## config.mk

```make
export PLATFORM = sky130hd
export DESIGN_NAME = snoop_result_collector
export DESIGN_NICKNAME = d
export VERILOG_FILES = /design/src/rtl/snoop_result_collector_pkg.sv /design/src/rtl/snoop_result_collector_stat.sv /design/src/rtl/snoop_result_collector.sv
export SDC_FILE = /design/constraint.sdc
export NUM_CORES = 1
export LEC_CHECK = 0
export CAP_MARGIN = 30
export CORE_MARGIN = 2
export CORE_UTILIZATION = 60
export DETAILED_ROUTE_END_ITERATION = 16
export PLACE_DENSITY = 0.91
export SYNTH_ARGS = -nofsm -noshare
export SYNTH_HDL_FRONTEND = slang
export SYNTH_HIERARCHICAL = 1
export SYNTH_SLANG_ARGS = --single-unit
```

## constraint.sdc

```tcl
create_clock -name clk -period 6.7 [get_ports clk]
set_input_delay 0.67 -clock clk [delete_from_list [all_inputs] [get_ports clk]]
set_output_delay 0.67 -clock clk [all_outputs]
set_load 0.01 [all_outputs]
```

## src/rtl/snoop_result_collector_pkg.sv

```systemverilog
// Shared snoop definitions: address width, snoop result encoding and the
// priority merge used when several lookup sources report on one request.
package ParameterDefinitions;
  localparam int ADDRESS_SIZE = 32;

  typedef enum logic [1:0] {
    HIT   = 2'b00,
    HITM  = 2'b01,
    NOHIT = 2'b10
  } snoop_result;

  // HITM dominates HIT, which dominates NOHIT
  function automatic snoop_result snoop_result_merge(snoop_result a, snoop_result b);
    if (a == HITM || b == HITM) return HITM;
    if (a == HIT || b == HIT) return HIT;
    return NOHIT;
  endfunction
endpackage

```

## src/rtl/snoop_result_collector_stat.sv

```systemverilog
// Saturating event counter; sticks at all-ones once reached.
module snoop_stat_counter #(
  parameter int CNT_W = 16
) (
  input  logic             clk,
  input  logic             rst_n,
  input  logic             en,
  output logic [CNT_W-1:0] cnt
);
  logic [CNT_W-1:0] cnt_q, cnt_d;

  always_comb begin
    cnt_d = cnt_q;
    if (en && !(&cnt_q)) cnt_d = cnt_q + 1'b1;
  end

  always_ff @(posedge clk or negedge rst_n) begin
    if (!rst_n) cnt_q <= '0;
    else        cnt_q <= cnt_d;
  end

  assign cnt = cnt_q;
endmodule

```

## src/rtl/snoop_result_collector.sv

```systemverilog
// Merges per-bank snoop lookup results into one in-order result per request,
// with output backpressure, per-type statistics and a sticky protocol error.
module snoop_result_collector
  import ParameterDefinitions::*;
#(
  parameter int NUM_BANKS = 2,
  parameter int DEPTH     = 4,
  parameter int CNT_W     = 16
) (
  input  logic                           clk,
  input  logic                           rst_n,
  input  logic                           req_valid,
  output logic                           req_ready,
  input  logic [ADDRESS_SIZE-1:0]        req_addr,
  input  logic [NUM_BANKS-1:0]           bank_rsp_valid,
  input  snoop_result [NUM_BANKS-1:0]    bank_rsp_result,
  output logic                           out_valid,
  input  logic                           out_ready,
  output logic [ADDRESS_SIZE-1:0]        out_addr,
  output snoop_result                    out_result,
  output logic [CNT_W-1:0]               hit_cnt,
  output logic [CNT_W-1:0]               hitm_cnt,
  output logic [CNT_W-1:0]               nohit_cnt,
  output logic                           proto_err
);
  localparam int PTR_W = $clog2(DEPTH);
  localparam logic [PTR_W:0] FULL = DEPTH[PTR_W:0];

  logic [ADDRESS_SIZE-1:0] addr_q [DEPTH];
  logic [ADDRESS_SIZE-1:0] addr_d [DEPTH];
  logic [NUM_BANKS-1:0]    done_q [DEPTH];
  logic [NUM_BANKS-1:0]    done_d [DEPTH];
  snoop_result             res_q  [DEPTH];
  snoop_result             res_d  [DEPTH];
  logic [DEPTH-1:0]        val_q, val_d;
  logic [PTR_W-1:0]        wr_q, wr_d, rd_q, rd_d;
  logic [PTR_W-1:0]        bptr_q [NUM_BANKS];
  logic [PTR_W-1:0]        bptr_d [NUM_BANKS];
  logic [PTR_W:0]          cnt_q, cnt_d;
  logic                    err_q, err_d;
  logic                    push, pop;

  assign req_ready  = (cnt_q != FULL);
  assign out_valid  = val_q[rd_q] && (&done_q[rd_q]);
  assign out_addr   = addr_q[rd_q];
  assign out_result = res_q[rd_q];
  assign proto_err  = err_q;
  assign push       = req_valid && req_ready;
  assign pop        = out_valid && out_ready;

  always_comb begin
    addr_d = addr_q;
    done_d = done_q;
    res_d  = res_q;
    val_d  = val_q;
    wr_d   = wr_q;
    rd_d   = rd_q;
    bptr_d = bptr_q;
    cnt_d  = cnt_q;
    err_d  = err_q;
    // A bank may only answer an entry that existed before this edge and that
    // it has not answered yet; anything else is dropped and flagged.
    for (int b = 0; b < NUM_BANKS; b++) begin
      if (bank_rsp_valid[b]) begin
        if (val_q[bptr_q[b]] && !done_q[bptr_q[b]][b]) begin
          done_d[bptr_q[b]][b] = 1'b1;
          res_d[bptr_q[b]]     = snoop_result_merge(res_d[bptr_q[b]], bank_rsp_result[b]);
          bptr_d[b]            = bptr_q[b] + 1'b1;
        end else begin
          err_d = 1'b1;
        end
      end
    end
    if (push) begin
      addr_d[wr_q] = req_addr;
      done_d[wr_q] = '0;
      res_d[wr_q]  = NOHIT;
      val_d[wr_q]  = 1'b1;
      wr_d         = wr_q + 1'b1;
    end
    if (pop) begin
      val_d[rd_q] = 1'b0;
      rd_d        = rd_q + 1'b1;
    end
    case ({push, pop})
      2'b10:   cnt_d = cnt_q + 1'b1;
      2'b01:   cnt_d = cnt_q - 1'b1;
      default: cnt_d = cnt_q;
    endcase
  end

  always_ff @(posedge clk or negedge rst_n) begin
    if (!rst_n) begin
      for (int i = 0; i < DEPTH; i++) begin
        addr_q[i] <= '0;
        done_q[i] <= '0;
        res_q[i]  <= NOHIT;
      end
      for (int b = 0; b < NUM_BANKS; b++) bptr_q[b] <= '0;
      val_q <= '0;
      wr_q  <= '0;
      rd_q  <= '0;
      cnt_q <= '0;
      err_q <= 1'b0;
    end else begin
      addr_q <= addr_d;
      done_q <= done_d;
      res_q  <= res_d;
      bptr_q <= bptr_d;
      val_q  <= val_d;
      wr_q   <= wr_d;
      rd_q   <= rd_d;
      cnt_q  <= cnt_d;
      err_q  <= err_d;
    end
  end

  snoop_stat_counter #(.CNT_W(CNT_W)) u_hit_cnt (
    .clk(clk), .rst_n(rst_n), .en(pop && out_result == HIT), .cnt(hit_cnt)
  );
  snoop_stat_counter #(.CNT_W(CNT_W)) u_hitm_cnt (
    .clk(clk), .rst_n(rst_n), .en(pop && out_result == HITM), .cnt(hitm_cnt)
  );
  snoop_stat_counter #(.CNT_W(CNT_W)) u_nohit_cnt (
    .clk(clk), .rst_n(rst_n), .en(pop && out_result == NOHIT), .cnt(nohit_cnt)
  );
endmodule

```

==> results.md, run 1 <==
- Core Area: 16400 µm²
- #FFs+latches synth: 208
- Grt total ovfl: 0
- RSZ-0062 raised after global routing: false
- Post-CTS setup buffers: 0
- Initial antenna violation count: 0
- Die Y-Extent: 133 µm
- Fin. max-slew vios: 0
- YS warnings: 6
- Die Wd: 133 µm
- Mapped Area: 9960 µm²
- Setup ws final: 3.07 ns
- CTS sink count: 208
- Worst min path class: input pin to asynchronous set/reset pin
- Num CTS Buffers: 22
- First-pass GRT wire length: 35200 µm
- Clk_lat worst skew: 0.51 ns
- GP Congestion: 0.846
- Total power: 5.71 mW
- Die area: 17600 µm²
- Worst-path cell with the longest stage delay: dfrtp_2
- Initial core utilization: 60.7%
- # IOs: 127
- Crit path max-delay family: simple AND/OR/NAND/NOR gates
- Slew @ Worst Pin: 1.00 ns
- Post-Syn Nets: 793
- Gate power share: 41.1%
- DP HPWL: 13500 µm
- Distinct cells, synth: 56
- Number of enable flip-flop cells after synthesis: 0
- Synth async-reset ratio: 100%
- Root buffer cell: clkbuf_16
- Crit Path Category: register to register
- Sw Ratio: 31.6%
- Register area share after synthesis: 52.3%
- Final Critical Period: 3.63 ns
- Most frequent cells in the layout: dfrtp_1 (202), mux2_2 (145), clkdlybuf4s50_1 (125)
- Clk buf depth: 3
- Critical Path Start Type: register
- Final routed DRC violation total: 0
- Fillers: 1038
- Vias in the first global route: 6904
- Total negative slack: 0 ns
- Row count: 47
- Final Cycle Share: 54.2%
- MaxCap Viol Count: 0
- Top FF cell, synth: dfrtp_1
- Slew HR: 33.1%
- Final core utilization: 74.0%
- Routed via count: 6401
- Inst Count DP: 1053
- Post-CTS Hold Fix Bufs: 0
- Area of the multi-input gates: 4540 µm²
- Slowest cell delay on critical path: 1.02 ns
- Post-DR vias/cell: 5.88
- Clock slew at reported path FFs: 0.06 ns
- Port buffer count: 126
- Antenna cells: 0
- Hold Fails Final Rpt: 0
- PostCTS Resize Cnt: 0
- Total track usage: 24.6%
- Largest net degree at the start of global routing: 77
- Outcome: complete, no violations
- NetSw: 1.81 mW
- Final wirelength: 20900 µm
- CTS H-tree lvls: 1
- Drt initial violations: 324
- Buf+Inv Stages, Crit Path: 1
- Pre-CTS setup slack: 3.19 ns
- Pre-Repair DR Iteration Count: 4
- Cell leakage power: 5.21 nW
- Cells after Synth: 730
- Post-Layout Cell Count: 1089
- Peak VDD IR: 330 µV
- Skew final: 0.0114 ns
- # setup viols final: 0
- TritonCTS clock tree: done
- Max frequency: 0.276 GHz
- Post-synthesis to final-layout area growth: 21.8%
- Reg2reg start: rd_q[1]$_DFFE_PN0P_
- Maximum fanout along the worst path: 40
- Syn_area_per_cell: 13.6 µm²
- Crit path from: rd_q[1]$_DFFE_PN0P_
- Nets: 920
- WP data required: 7.09 ns
- Register area: 5210 µm²
- DRT antenna net count: 0
- Seq pwr share: 37.8%
- Crit path DAT: 4.01 ns
- Commonest non-fill, non-tap cell in the layout: dfrtp_1
- Clock network power share: 21.1%
- Pint: 3.90 mW
- PwrDens: 470 nW/µm²
- Drt wl/cell: 19.1 µm
- Crit-path cells: nand4_1, o21ai_0, nor2_1, a31oi_1, nand2_1, nor3b_1, inv_1, nor2_1, nand4_1, mux2_2
- Crit end category: register
- Layout cells sized above 1: 29.2%
cell families (layout without fill, tap and decap cells):
logic type | Yosys count | after routing | synth area share, %
flip-flops | 208 | 208 | 52.3
buffers and inverters | 50 | 189 | 2.09
AO/OA/AOI/OAI | 58 | 58 | 3.77
AND/OR/NAND/NOR | 165 | 165 | 10.1
adder cells (fa/ha/maj) | 21 | 21 | 2.71
multiplexers | 188 | 188 | 25.6
XOR/XNOR | 40 | 40 | 3.52
worst paths after layout:
| path | to | slack (ns) | cells past startpoint |
|---|---|---|---|
| worst max-delay path | u_nohit_cnt/cnt[15]$_DFFE_PN0P_ | 3.07 | 10 |
| worst min-delay path | u_nohit_cnt/cnt[1]$_DFFE_PN0P_ | 0.14 | 1 |
| worst max register to register | u_nohit_cnt/cnt[15]$_DFFE_PN0P_ | 3.07 | 10 |
| worst min register to register | cnt_q[0]$_DFFE_PN0P_ | 0.47 | 1 |
| max in group asynchronous | rd_q[0]$_DFFE_PN0P_ | 5.20 | 2 |
| min in group clk | cnt_q[0]$_DFFE_PN0P_ | 0.47 | 1 |
sequential cells by signal, indices dropped and copies added, names as in the netlist:
name and cells:
val_q 4, wr_q 2, u_hit_cnt/cnt 16, bptr_q 4, proto_err 1, res_q 8
u_nohit_cnt/cnt 16, rd_q 2, cnt_q 3, addr_q 128, u_hitm_cnt/cnt 16, done_q 8
worst register-to-register path, cell delays in order, from the launching register on:
cell and delay (ns):
dfrtp_2 1.02, nand4_1 0.16, o21ai_0 0.14, nor2_1 0.06, a31oi_1 0.23, nand2_1 0.18
nor3b_1 0.73, inv_1 0.14, nor2_1 0.39, nand4_1 0.16, mux2_2 0.30
layer usage:
metal  vias up  part of all wire (%)  global-route usage (%)
met5         -                     0                       0
met4         0                   1.7                    7.11
met3        33                   4.5                    3.45
met2       184                    51                    41.9
met1      3257                    43                    33.3
li1       2927                     -                       -
power groups by stage:
stage                     Clock, mW  Combinational [mW]  Sequential (mW)
after global routing           1.28                2.53             2.23
after detailed placement          0                2.34             2.17
after floorplan                   0                1.59             2.01
after global placement            0                2.27             2.13
after CTS                      1.23                2.37             2.16
final                          1.20                2.35             2.16
cell type report:
class                   instances  share of cell area [%]
flip-flops and latches        208                    43.0
multi-input cells             472                    37.4
repair buffers                133                    10.9
clock buffers                  30                    5.11
well taps                     220                    2.27
clock inverters                 6                   0.753
inverters                      20                   0.619
metrics by stage:
stage               hold slack, ns  cell area (µm²)
floorplan                    0.374             9960
global placement             0.464            11400
detailed placement           0.467            11400
CTS                          0.143            12100
global route                 0.180            12100
finish                       0.143            12100
synth_stat cells, drive strengths merged, types with 16 or more instances:
master  instances  share of area [%]
nand3          24                1.2
inv            18               0.68
nor2           18               0.68
clkbuf         21               0.79
mux4           38                8.6
mux2          147                 17
a21oi          16               0.80
nand4          19                1.8
nand2          41                1.5
dfrtp         204                 51
xor2           20                1.8
xnor2          20                1.8
ha             20                2.5
(Power assumes the default switching activity.)
==> run 2: changes to the inputs <==
- CORE_UTILIZATION: 60 -> 56
- PLACE_DENSITY: 0.91 -> 0.86
- clock period: 6.7 -> 3.38 ns (I/O delays scaled with it)
==> results.md, run 2 (synthesis gave the netlist of run 1 again) <==
- Total track usage: 24.0%
- # setup viols final: 0
- Die Y-Extent: 137 µm
- Largest net degree at the start of global routing: 84
- RSZ-0062 raised after global routing: false
- Fillers: 1196
- Initial antenna violation count: 0
- Port buffer count: 126
- Pre-Repair DR Iteration Count: 4
- WP data required: 3.04 ns
- PostCTS Resize Cnt: 0
- Hold Fails Final Rpt: 0
- Commonest non-fill, non-tap cell in the layout: dfrtp_1
- Antenna cells: 0
- Worst reg-to-reg path cell count: 7
- Slew @ Worst Pin: 0.717 ns
- Drt initial violations: 263
- Initial core utilization: 57.4%
- Core Area: 17400 µm²
- Layout cells sized above 1: 30.4%
- PwrDens: 939 nW/µm²
- Maximum fanout along the worst path: 35
- Peak VDD IR: 680 µV
- Num CTS Buffers: 23
- Crit path from: rd_q[0]$_DFFE_PN0P_
- DP HPWL: 14000 µm
- DRT antenna net count: 0
- Critical Path Start Type: register
- Max reg flops: 128
- CTS H-tree lvls: 1
- Max frequency: 0.329 GHz
- Routed via count: 6566
- Skew final: 0.0134 ns
- Final core utilization: 70.8%
- Die area: 18900 µm²
- Register area: 5210 µm²
- Clk_lat worst skew: 0.52 ns
- Row count: 48
- Grt total ovfl: 0
- Crit end category: primary output
- Area of the multi-input gates: 4540 µm²
- Most frequent cells in the layout: dfrtp_1 (202), mux2_2 (145), clkdlybuf4s50_1 (125)
- Final routed DRC violation total: 0
- Crit path DAT: 2.71 ns
- Worst min path class: input pin to asynchronous set/reset pin
- Clk buf depth: 3
- MaxCap Viol Count: 0
- Drt wl/cell: 19.4 µm
- Slew HR: 52.2%
- Dpl cell area: 11500 µm²
- Reg2Reg Setup Slack: 0.35 ns
- Post-DR vias/cell: 5.92
- Final instance area: 12300 µm²
- Reg2reg start: bptr_q[3]$_DFFE_PN0P_
- CTS sink count: 208
- Outcome: complete, no violations
- Vias in the first global route: 6818
- Reg2reg end: res_q[6]$_DFF_PN0_
- First-pass GRT wire length: 35500 µm
- # IOs: 127
- Total negative slack: 0 ns
- Inst Count DP: 1068
- Final Critical Period: 3.04 ns
- Fin. max-slew vios: 0
- Most flop-heavy register: addr_q
- TritonCTS clock tree: done
- Crit Path Category: register to primary output
- Nets: 932
- Final wirelength: 21600 µm
- Post-Layout Cell Count: 1109
- Final Cycle Share: 90.0%
- Root buffer cell: clkbuf_16
- Clock slew at reported path FFs: 0.06 ns
- Die Wd: 137 µm
- Cell leakage power: 5.29 nW
- Post-CTS Hold Fix Bufs: 1
- GP Congestion: 0.922
- Post-CTS setup buffers: 0
- Post-synthesis to final-layout area growth: 23.4%
-- run 2: changes by cell type in the layout (fill, tap and decap cells not counted) --
cell,change
clkbuf_16,+1
clkinv_4,+2
buf_12,+1
buf_4,+9
inv_16,+1
clkinv_8,-1
dlygate4sd3_1,+1
clkbuf_1,-1
clkinvlp_4,+1
clkinv_2,+1
-- run 2: stage by stage --
step                setup WS (ns)  total power, mW  hold slack (ns)
CTS                         0.280             11.6            0.442
global route                0.172             12.2            0.489
detailed placement          0.411             8.99            0.420
global placement            0.450             8.80            0.418
floorplan                   0.490             7.13           0.0424
finish                      0.336             11.5            0.403
-- run 2: final cells by class --
type	instances	area share [%]
clock buffers	30	5.22
clock inverters	10	1.02
inverters	20	0.611
repair buffers	144	11.5
flip-flops and latches	208	42.4
well taps	225	2.29
multi-input cells	472	36.9
-- run 2: worst max path at each step --
stage / endpoint / slack [ns] / cells past startpoint
CTS: out_addr[12] / 0.28 / 3
finish: out_addr[12] / 0.34 / 3
floorplan: u_nohit_cnt/cnt[15]$_DFFE_PN0P_ / 0.49 / 7
global placement: res_q[2]$_DFF_PN0_ / 0.45 / 7
global route: out_addr[17] / 0.17 / 3
detailed placement: res_q[6]$_DFF_PN0_ / 0.41 / 7
-- run 2: power breakdown --
part | switching [mW] | internal (mW)
combinational | 2.03 | 2.80
sequential | 0.653 | 3.54
clock | 1.02 | 1.50
-- run 2: worst max-delay path, cell delays in order (launching register included) --
cell	delay, ns
dfrtp_2	0.43
buf_4	0.60
mux4_2	0.59
clkdlybuf4s50_1	0.55
-- run 2: metal layers --
layer | part of all wire [%] | GRT usage (%) | up-vias
met5 | 0 | 0 | -
met4 | 1.9 | 5.78 | 0
li1 | - | - | 2984
met1 | 43 | 31.9 | 3357
met3 | 6.0 | 5.81 | 42
met2 | 49 | 40.2 | 183
